$ cat src/rtl/lsu_pkg.sv
// Shared definitions for the load/store unit: funct3 codes, FSM state
// encoding and the access legality check used at request accept time.
package lsu_pkg;

  localparam logic [2:0] F3_B  = 3'b000;
  localparam logic [2:0] F3_H  = 3'b001;
  localparam logic [2:0] F3_W  = 3'b010;
  localparam logic [2:0] F3_BU = 3'b100;
  localparam logic [2:0] F3_HU = 3'b101;

  typedef enum logic [2:0] {
    IDLE,
    RD,
    RD_WAIT,
    WR,
    WR_WAIT,
    RESP,
    ERR
  } lsu_state_e;

  // True when funct3 is a legal load/store encoding and the address meets
  // the natural alignment of the access size. Stores have no unsigned forms.
  function automatic logic accessOk(input logic isStore,
                                    input logic [2:0] funct3,
                                    input logic [1:0] addrLo);
    logic ok;
    case (funct3)
      F3_B:    ok = 1'b1;
      F3_BU:   ok = !isStore;
      F3_H:    ok = !addrLo[0];
      F3_HU:   ok = !isStore && !addrLo[0];
      F3_W:    ok = (addrLo == 2'b00);
      default: ok = 1'b0;
    endcase
    return ok;
  endfunction

endpackage

$ cat src/rtl/load_store_unit_if.sv
// Bus bundles around the load/store unit: the CPU request/response side and
// the word-wide single-port data memory side.
interface lsu_cpu_if #(
  parameter int ADDR_WIDTH = 32,
  parameter int DATA_WIDTH = 32
);
  logic                  req_valid;
  logic                  req_ready;
  logic                  req_we;
  logic [2:0]            req_funct3;
  logic [ADDR_WIDTH-1:0] req_addr;
  logic [DATA_WIDTH-1:0] req_wdata;
  logic                  resp_valid;
  logic                  resp_err;
  logic [DATA_WIDTH-1:0] resp_rdata;

  modport master (
    output req_valid, req_we, req_funct3, req_addr, req_wdata,
    input  req_ready, resp_valid, resp_err, resp_rdata
  );

  modport slave (
    input  req_valid, req_we, req_funct3, req_addr, req_wdata,
    output req_ready, resp_valid, resp_err, resp_rdata
  );
endinterface

interface lsu_mem_if #(
  parameter int ADDR_WIDTH = 32,
  parameter int DATA_WIDTH = 32
);
  logic                  mem_request;
  logic                  mem_we;
  logic [ADDR_WIDTH-1:0] mem_addr;
  logic [DATA_WIDTH-1:0] mem_wdata;
  logic                  mem_valid;
  logic [DATA_WIDTH-1:0] mem_rdata;

  modport master (
    output mem_request, mem_we, mem_addr, mem_wdata,
    input  mem_valid, mem_rdata
  );

  modport slave (
    input  mem_request, mem_we, mem_addr, mem_wdata,
    output mem_valid, mem_rdata
  );
endinterface

$ cat src/rtl/lsu_lane_align.sv
// Byte-lane steering between a memory word and sub-word CPU data: extracts
// and extends load data, and merges store data into a read word. Purely
// combinational so it can also sit on the cache refill path.
module lsu_lane_align
  import lsu_pkg::*;
#(
  parameter int DATA_WIDTH = 32
) (
  input  logic [2:0]            funct3_i,
  input  logic [1:0]            addrLo_i,
  input  logic [DATA_WIDTH-1:0] word_i,
  input  logic [DATA_WIDTH-1:0] wdata_i,
  output logic [DATA_WIDTH-1:0] loadData_o,
  output logic [DATA_WIDTH-1:0] storeWord_o
);

  logic [7:0]  byteSel;
  logic [15:0] halfSel;

  // Select the addressed byte and half-word lanes of the memory word
  always_comb begin
    byteSel = word_i[{addrLo_i, 3'b000} +: 8];
    halfSel = addrLo_i[1] ? word_i[31:16] : word_i[15:0];
  end

  // Sign- or zero-extend the selected lane; full words pass straight through
  always_comb begin
    case (funct3_i)
      F3_B:    loadData_o = {{24{byteSel[7]}}, byteSel};
      F3_BU:   loadData_o = {24'h000000, byteSel};
      F3_H:    loadData_o = {{16{halfSel[15]}}, halfSel};
      F3_HU:   loadData_o = {16'h0000, halfSel};
      default: loadData_o = word_i;
    endcase
  end

  // Overlay right-aligned store data onto the addressed lane(s)
  always_comb begin
    storeWord_o = word_i;
    case (funct3_i)
      F3_B: storeWord_o[{addrLo_i, 3'b000} +: 8] = wdata_i[7:0];
      F3_H: begin
        if (addrLo_i[1]) storeWord_o[31:16] = wdata_i[15:0];
        else             storeWord_o[15:0]  = wdata_i[15:0];
      end
      default: storeWord_o = wdata_i;
    endcase
  end

endmodule

$ cat src/rtl/load_store_unit.sv
// Load/store unit between the CPU MEM stage and a word-wide single-port data
// memory. Sub-word stores become read-modify-write; misaligned or illegal
// requests are answered with an error and never touch memory. All outputs are
// registers or state decodes so nothing on req_* reaches mem_* combinationally.
module load_store_unit
  import lsu_pkg::*;
#(
  parameter int ADDR_WIDTH = 32,
  parameter int DATA_WIDTH = 32
) (
  input logic        clk,
  input logic        rst_n,
  lsu_cpu_if.slave   cpu,
  lsu_mem_if.master  mem
);

  if (DATA_WIDTH != 32) begin : gWidthCheck
    $error("load_store_unit supports DATA_WIDTH = 32 only");
  end

  lsu_state_e            state_q, state_d;
  logic                  isStore_q, isStore_d;
  logic [2:0]            funct3_q, funct3_d;
  logic [ADDR_WIDTH-1:0] addr_q, addr_d;
  logic [DATA_WIDTH-1:0] wdata_q, wdata_d;
  logic [DATA_WIDTH-1:0] wrWord_q, wrWord_d;
  logic [DATA_WIDTH-1:0] respRdata_q, respRdata_d;

  logic                  accept;
  logic                  accessLegal;
  logic [DATA_WIDTH-1:0] loadData;
  logic [DATA_WIDTH-1:0] storeWord;

  assign accept      = cpu.req_valid && (state_q == IDLE);
  assign accessLegal = accessOk(cpu.req_we, cpu.req_funct3, cpu.req_addr[1:0]);

  lsu_lane_align #(.DATA_WIDTH(DATA_WIDTH)) uLaneAlign (
    .funct3_i   (funct3_q),
    .addrLo_i   (addr_q[1:0]),
    .word_i     (mem.mem_rdata),
    .wdata_i    (wdata_q),
    .loadData_o (loadData),
    .storeWord_o(storeWord)
  );

  // State and datapath registers, cleared by synchronous reset
  always_ff @(posedge clk) begin
    if (!rst_n) begin
      state_q     <= IDLE;
      isStore_q   <= 1'b0;
      funct3_q    <= '0;
      addr_q      <= '0;
      wdata_q     <= '0;
      wrWord_q    <= '0;
      respRdata_q <= '0;
    end else begin
      state_q     <= state_d;
      isStore_q   <= isStore_d;
      funct3_q    <= funct3_d;
      addr_q      <= addr_d;
      wdata_q     <= wdata_d;
      wrWord_q    <= wrWord_d;
      respRdata_q <= respRdata_d;
    end
  end

  // Next-state logic: errors answer at once, SW goes straight to the write
  always_comb begin
    state_d = state_q;
    case (state_q)
      IDLE: begin
        if (accept) begin
          if (!accessLegal)                             state_d = ERR;
          else if (cpu.req_we && cpu.req_funct3 == F3_W) state_d = WR;
          else                                          state_d = RD;
        end
      end
      RD:      state_d = RD_WAIT;
      RD_WAIT: if (mem.mem_valid) state_d = isStore_q ? WR : RESP;
      WR:      state_d = WR_WAIT;
      WR_WAIT: if (mem.mem_valid) state_d = RESP;
      RESP:    state_d = IDLE;
      ERR:     state_d = IDLE;
      default: state_d = IDLE;
    endcase
  end

  // Datapath updates: latch the request, capture merge/load results, and
  // clear the response data for stores and errors
  always_comb begin
    isStore_d   = isStore_q;
    funct3_d    = funct3_q;
    addr_d      = addr_q;
    wdata_d     = wdata_q;
    wrWord_d    = wrWord_q;
    respRdata_d = respRdata_q;
    case (state_q)
      IDLE: begin
        if (accept) begin
          isStore_d = cpu.req_we;
          funct3_d  = cpu.req_funct3;
          addr_d    = cpu.req_addr;
          wdata_d   = cpu.req_wdata;
          wrWord_d  = cpu.req_wdata;
          if (!accessLegal) respRdata_d = '0;
        end
      end
      RD_WAIT: begin
        if (mem.mem_valid) begin
          if (isStore_q) wrWord_d    = storeWord;
          else           respRdata_d = loadData;
        end
      end
      WR_WAIT: if (mem.mem_valid) respRdata_d = '0;
      default: ;
    endcase
  end

  // Moore outputs decoded from the current state and registered data
  always_comb begin
    cpu.req_ready   = 1'b0;
    cpu.resp_valid  = 1'b0;
    cpu.resp_err    = 1'b0;
    cpu.resp_rdata  = respRdata_q;
    mem.mem_request = 1'b0;
    mem.mem_we      = 1'b0;
    mem.mem_addr    = '0;
    mem.mem_wdata   = '0;
    case (state_q)
      IDLE: cpu.req_ready = 1'b1;
      RD: begin
        mem.mem_request = 1'b1;
        mem.mem_addr    = {2'b00, addr_q[ADDR_WIDTH-1:2]};
      end
      WR: begin
        mem.mem_request = 1'b1;
        mem.mem_we      = 1'b1;
        mem.mem_addr    = {2'b00, addr_q[ADDR_WIDTH-1:2]};
        mem.mem_wdata   = wrWord_q;
      end
      RESP: cpu.resp_valid = 1'b1;
      ERR: begin
        cpu.resp_valid = 1'b1;
        cpu.resp_err   = 1'b1;
      end
      default: ;
    endcase
  end

endmodule

$ cat src/flat_wrapper.sv
// flat-port wrapper written by rule: the top's interface ports become plain ports
module load_store_unit_flat import lsu_pkg::*;
#(
  parameter int ADDR_WIDTH = 32,
  parameter int DATA_WIDTH = 32
)
  (clk, rst_n, cpu_req_valid, cpu_req_we, cpu_req_funct3, cpu_req_addr, cpu_req_wdata, cpu_req_ready, cpu_resp_valid, cpu_resp_err, cpu_resp_rdata, mem_mem_request, mem_mem_we, mem_mem_addr, mem_mem_wdata, mem_mem_valid, mem_mem_rdata);
  lsu_cpu_if #(.ADDR_WIDTH(ADDR_WIDTH), .DATA_WIDTH(DATA_WIDTH)) cpu_i ();
  lsu_mem_if #(.ADDR_WIDTH(ADDR_WIDTH), .DATA_WIDTH(DATA_WIDTH)) mem_i ();
  input logic clk;
  input logic rst_n;
  input wire logic [$bits(cpu_i.req_valid)-1:0] cpu_req_valid;
  input wire logic [$bits(cpu_i.req_we)-1:0] cpu_req_we;
  input wire logic [$bits(cpu_i.req_funct3)-1:0] cpu_req_funct3;
  input wire logic [$bits(cpu_i.req_addr)-1:0] cpu_req_addr;
  input wire logic [$bits(cpu_i.req_wdata)-1:0] cpu_req_wdata;
  output wire logic [$bits(cpu_i.req_ready)-1:0] cpu_req_ready;
  output wire logic [$bits(cpu_i.resp_valid)-1:0] cpu_resp_valid;
  output wire logic [$bits(cpu_i.resp_err)-1:0] cpu_resp_err;
  output wire logic [$bits(cpu_i.resp_rdata)-1:0] cpu_resp_rdata;
  output wire logic [$bits(mem_i.mem_request)-1:0] mem_mem_request;
  output wire logic [$bits(mem_i.mem_we)-1:0] mem_mem_we;
  output wire logic [$bits(mem_i.mem_addr)-1:0] mem_mem_addr;
  output wire logic [$bits(mem_i.mem_wdata)-1:0] mem_mem_wdata;
  input wire logic [$bits(mem_i.mem_valid)-1:0] mem_mem_valid;
  input wire logic [$bits(mem_i.mem_rdata)-1:0] mem_mem_rdata;
  assign cpu_i.req_valid = cpu_req_valid;
  assign cpu_i.req_we = cpu_req_we;
  assign cpu_i.req_funct3 = cpu_req_funct3;
  assign cpu_i.req_addr = cpu_req_addr;
  assign cpu_i.req_wdata = cpu_req_wdata;
  assign cpu_req_ready = cpu_i.req_ready;
  assign cpu_resp_valid = cpu_i.resp_valid;
  assign cpu_resp_err = cpu_i.resp_err;
  assign cpu_resp_rdata = cpu_i.resp_rdata;
  assign mem_mem_request = mem_i.mem_request;
  assign mem_mem_we = mem_i.mem_we;
  assign mem_mem_addr = mem_i.mem_addr;
  assign mem_mem_wdata = mem_i.mem_wdata;
  assign mem_i.mem_valid = mem_mem_valid;
  assign mem_i.mem_rdata = mem_mem_rdata;
  load_store_unit #(.ADDR_WIDTH(ADDR_WIDTH), .DATA_WIDTH(DATA_WIDTH)) u_core (.clk(clk), .rst_n(rst_n), .cpu(cpu_i), .mem(mem_i));
endmodule
$ cat config.mk
export PLATFORM = sky130hd
export DESIGN_NAME = load_store_unit_flat
export DESIGN_NICKNAME = d
export VERILOG_FILES = /design/src/rtl/lsu_pkg.sv /design/src/rtl/load_store_unit_if.sv /design/src/rtl/lsu_lane_align.sv /design/src/rtl/load_store_unit.sv /design/src/flat_wrapper.sv
export SDC_FILE = /design/constraint.sdc
export NUM_CORES = 1
export LEC_CHECK = 0
export BUFFER_PORTS_ARGS = -buffer_cell sky130_fd_sc_hd__clkbuf_2
export CAP_MARGIN = 20
export CORE_ASPECT_RATIO = 1.1
export CORE_UTILIZATION = 30
export CTS_CLUSTER_SIZE = 8
export DETAILED_ROUTE_END_ITERATION = 7
export PLACE_DENSITY_LB_ADDON = 0.05
export RECOVER_POWER = 100
export REMOVE_ABC_BUFFERS = 1
export SLEW_MARGIN = 20
export SYNTH_ARGS = -nofsm -noshare
export SYNTH_HDL_FRONTEND = slang
export SYNTH_HIERARCHICAL = 1
export SYNTH_SLANG_ARGS = --single-unit
$ cat constraint.sdc
create_clock -name clk -period 2.75 [get_ports clk]
set_input_delay 0.1375 -clock clk [delete_from_list [all_inputs] [get_ports clk]]
set_output_delay 0.1375 -clock clk [all_outputs]
set_load 0.05 [all_outputs]
==> flow_metrics.py <==
metrics = {
    "power_and_ir_drop": {
        "p_int_w": 0.004333,
        "p_seq_frac": 0.342,
        "switching_power_w": 0.002656,
        "power_density_mw_per_mm2": 733.3,
        "clockPowerShare": 0.314,
        "switching_share": 0.3800,
        "ir_drop_mv": 0.3945,
        "p_leak_nw": 3.954,
        "pwr-share-comb": 0.343,
    },
    "critical_path": {
        "reg2reg_slack_ps": 360,
        "worstPathArrival_ps": 2380,
        "crit_required_ps": 2610,
        "cp_top_family": "buffers and inverters",
        "criticalPathCategory": "flip-flop to output pin",
        "critPathLaunchType": "flip-flop",
        "crit_buf_inv": 3,
        "worstSetupEndpointType": "output pin",
        "crit_chain": "inv_1, nor2_2, buf_4, and3_1, clkbuf_2",
        "cpPeakStageDelay_ps": 570,
        "cp_max_fo": 21,
        "cp_slowest_cell": "nor2_2",
    },
    "floorplanning": {
        "core_sq_mm": 0.02355,
        "fp-row-count": 59,
        "die_w_um": 149.6,
        "io_pins": 205,
        "initial_core_util": 0.3051,
        "dieArea_sq_mm": 0.02458,
        "die_h_um": 164.3,
    },
    "sta": {
        "final.period_utilization": 0.9167,
        "slew_viol_final": 0,
        "maxSlewHeadroom": 0.4050,
        "finalWorstSetupSlack_ps": 229.1,
        "hold_viol_final": 0,
        "fin_setup_tns_ps": 0,
        "rsz0062_at_grt": "false",
        "setup_violations": 0,
        "fin_worst_skew_ps": 10.25,
        "fmax_mhz": 396.7,
        "min_period_ps": 2521,
        "worst_slew_pin_slew_ps": 892.6,
        "holdWs_ps": 17.37,
    },
    "synth": {
        "synth_enable_flop_cells": 0,
        "synth.largest_area_cell": "dfxtp_1",
        "synthDistinctLibCells": 49,
        "syn_area_per_cell_sq_um": 8.147,
        "yosys_register_bits": 135,
        "yosysWarnings": 6,
        "async_flop_share": 0,
        "syn_inst": 882,
        "synth_area_sq_mm": 0.007186,
        "ys_seq_area_frac": 0.3761,
        "synth-main-ff-cell": "dfxtp_1",
        "yosysTopAreaCellShare": 0.3761,
        "ys_top_cells_by_area": "dfxtp_1 38%, nand2_1 9.7%, a21oi_1 7.5%",
    },
    "routing": {
        "firstDrtPassIters": 4,
        "drc_errors": 0,
        "wl_per_cell_um": 17.72,
        "route.vias.total": 7209,
        "drtAntennaViolNets": 0,
        "routed_wl_mm": 25.30,
        "vias_per_cell": 5.048,
        "first_iter_violations": 354,
    },
    "layout": {
        "diodes": 0,
        "nets": 1219,
        "syn_to_final_growth_pct": 32.63,
        "instances_no_fill": 1428,
        "final_cell_mix": "185 x nand2_1, 135 x dfxtp_1, 128 x clkbuf_2",
        "drive_gt1_frac": 0.1986,
        "final_common_cell": "nand2_1",
    },
    "grt": {
        "antenna_found_initial": 0,
        "grt_use_total": 0.2072,
        "grt_pass1_wl_mm": 38.96,
        "grt_pass1_vias": 6789,
        "grt_overflow_total": 0,
        "grt_max_degree": 71,
    },
    "place": {
        "hpwl_mm": 17.27,
        "place_ws_ps": 436.9,
        "placement.io_buffers": 202,
        "dp.cells": 1333,
        "gp_congestion": 0.8358,
    },
    "clock_tree": {
        "cts_root_buf": "clkbuf_16",
        "clk_pin_slew_ps": 60,
        "cts.path.max_buffers": 2,
        "htreeDepth": 4,
        "cts_sinks": 135,
        "post-cts-setup-buffers": 0,
        "insertion_delay_ps": 420,
        "cts_buffers": 17,
        "cts_tree": "yes",
    },
    "min_path": {
        "min_path_type": "input pin to flip-flop",
    },
    "run_status": {
        "status": "complete, no violations",
    },
    "job": {
        "drv_cap": 0,
    },
}
==> stage by stage <==
step                power (W)  instance area (sq um)  utilization
finish               0.006989                   9530       0.4047
global route         0.007400                   9530       0.4047
CTS                  0.007113                   9952       0.4226
detailed placement   0.004814                   8762       0.3721
global placement     0.004824                   8762       0.3721
floorplan            0.003981                   6784            -
==> final timing paths <==
path                                  startpoint                                    end  cells past startpoint
setup / recovery  u_core/state_q[0]$_SDFFE_PN0P_                      mem_mem_wdata[23]                      5
hold / removal                             rst_n         u_core/state_q[2]$_SDFFE_PN0P_                      2
setup reg to reg  u_core/state_q[1]$_SDFFE_PN0P_  u_core/cpu.resp_rdata[0]$_SDFFE_PN0P_                      5
hold reg to reg   u_core/addr_q[21]$_SDFFE_PN0P_         u_core/addr_q[21]$_SDFFE_PN0P_                      2
==> logic make-up (layout without fill, tap and decap cells) <==
family	Yosys count	in the layout	share of synthesized area
other cells	1	2	0.0005219
simple gates	334	334	0.2077
flops	135	135	0.3761
xor+xnor	1	1	0.001219
mux	56	56	0.08062
compound gates	259	259	0.2635
buf+inv	91	331	0.06164
fa+ha+maj	5	5	0.008706
==> worst register-to-register path, stage by stage, from the launching register on <==
cell      delay, ps
dfxtp_1         450
nor3_1          550
o21ai_1         180
a41oi_2         260
clkbuf_2        650
a22o_1          260
==> per-layer routing <==
metal	track usage	vias up	share of wire
li1	-	3590	-
met1	0.2721	3398	0.46
met2	0.3388	205	0.48
met3	0.05194	16	0.057
met4	0.04592	0	0.0089
met5	0	-	0
==> Yosys cell counts, types with 2 or more instances <==
cell      count
clkbuf_1     45
a21oi_1     107
nor3_1        3
nand2b_1     12
mux2i_1      50
a211oi_1      4
nor2b_1       2
inv_1         8
buf_2        18
and3_1       65
a22o_1       56
buf_1         3
o21ai_0      28
a211oi_2     28
buf_4         9
a221o_1      14
ha_1          5
buf_6         6
nand3_1       4
mux2_2        5
nor2_1       53
nor3_2        2
a22oi_1       5
nand2_1     186
dfxtp_1     135
o211ai_1      5
and2_1        2
==> power groups by stage <==
stage / logic [W] / clock network (W) / registers (W)
after floorplan: 0.00145 / 0 / 0.00253
after global routing: 0.00262 / 0.00235 / 0.00243
final: 0.00240 / 0.00220 / 0.00239
after global placement: 0.00239 / 0 / 0.00244
after CTS: 0.00246 / 0.00226 / 0.00240
after detailed placement: 0.00238 / 0 / 0.00244
==> area by class of cell <==
cell class	count	area [sq um]
Fill cell	2482	14020
Multi-Input combinational cell	657	4043
Sequential cell	135	2703
Timing Repair Buffer	289	1805
Clock buffer	18	429.2
Tap cell	305	381.6
Clock inverter	14	130.1
Inverter	10	38.79
==> registers in the layout, indices dropped and copies added, names as in the netlist <==
register               flops
u_core/isStore_q           1
u_core/wdata_q            32
u_core/funct3_q            3
u_core/wrWord_q           32
u_core/cpu.resp_rdata     32
u_core/addr_q             32
u_core/state_q             3
==> what timing repair did <==
item	4_1_cts	5_1_grt
endpoints found under the hold margin	63	0
endpoints found under the setup margin	0	0
hold buffers	63	0
resized for setup	0	0
(Power assumes the default switching activity.)
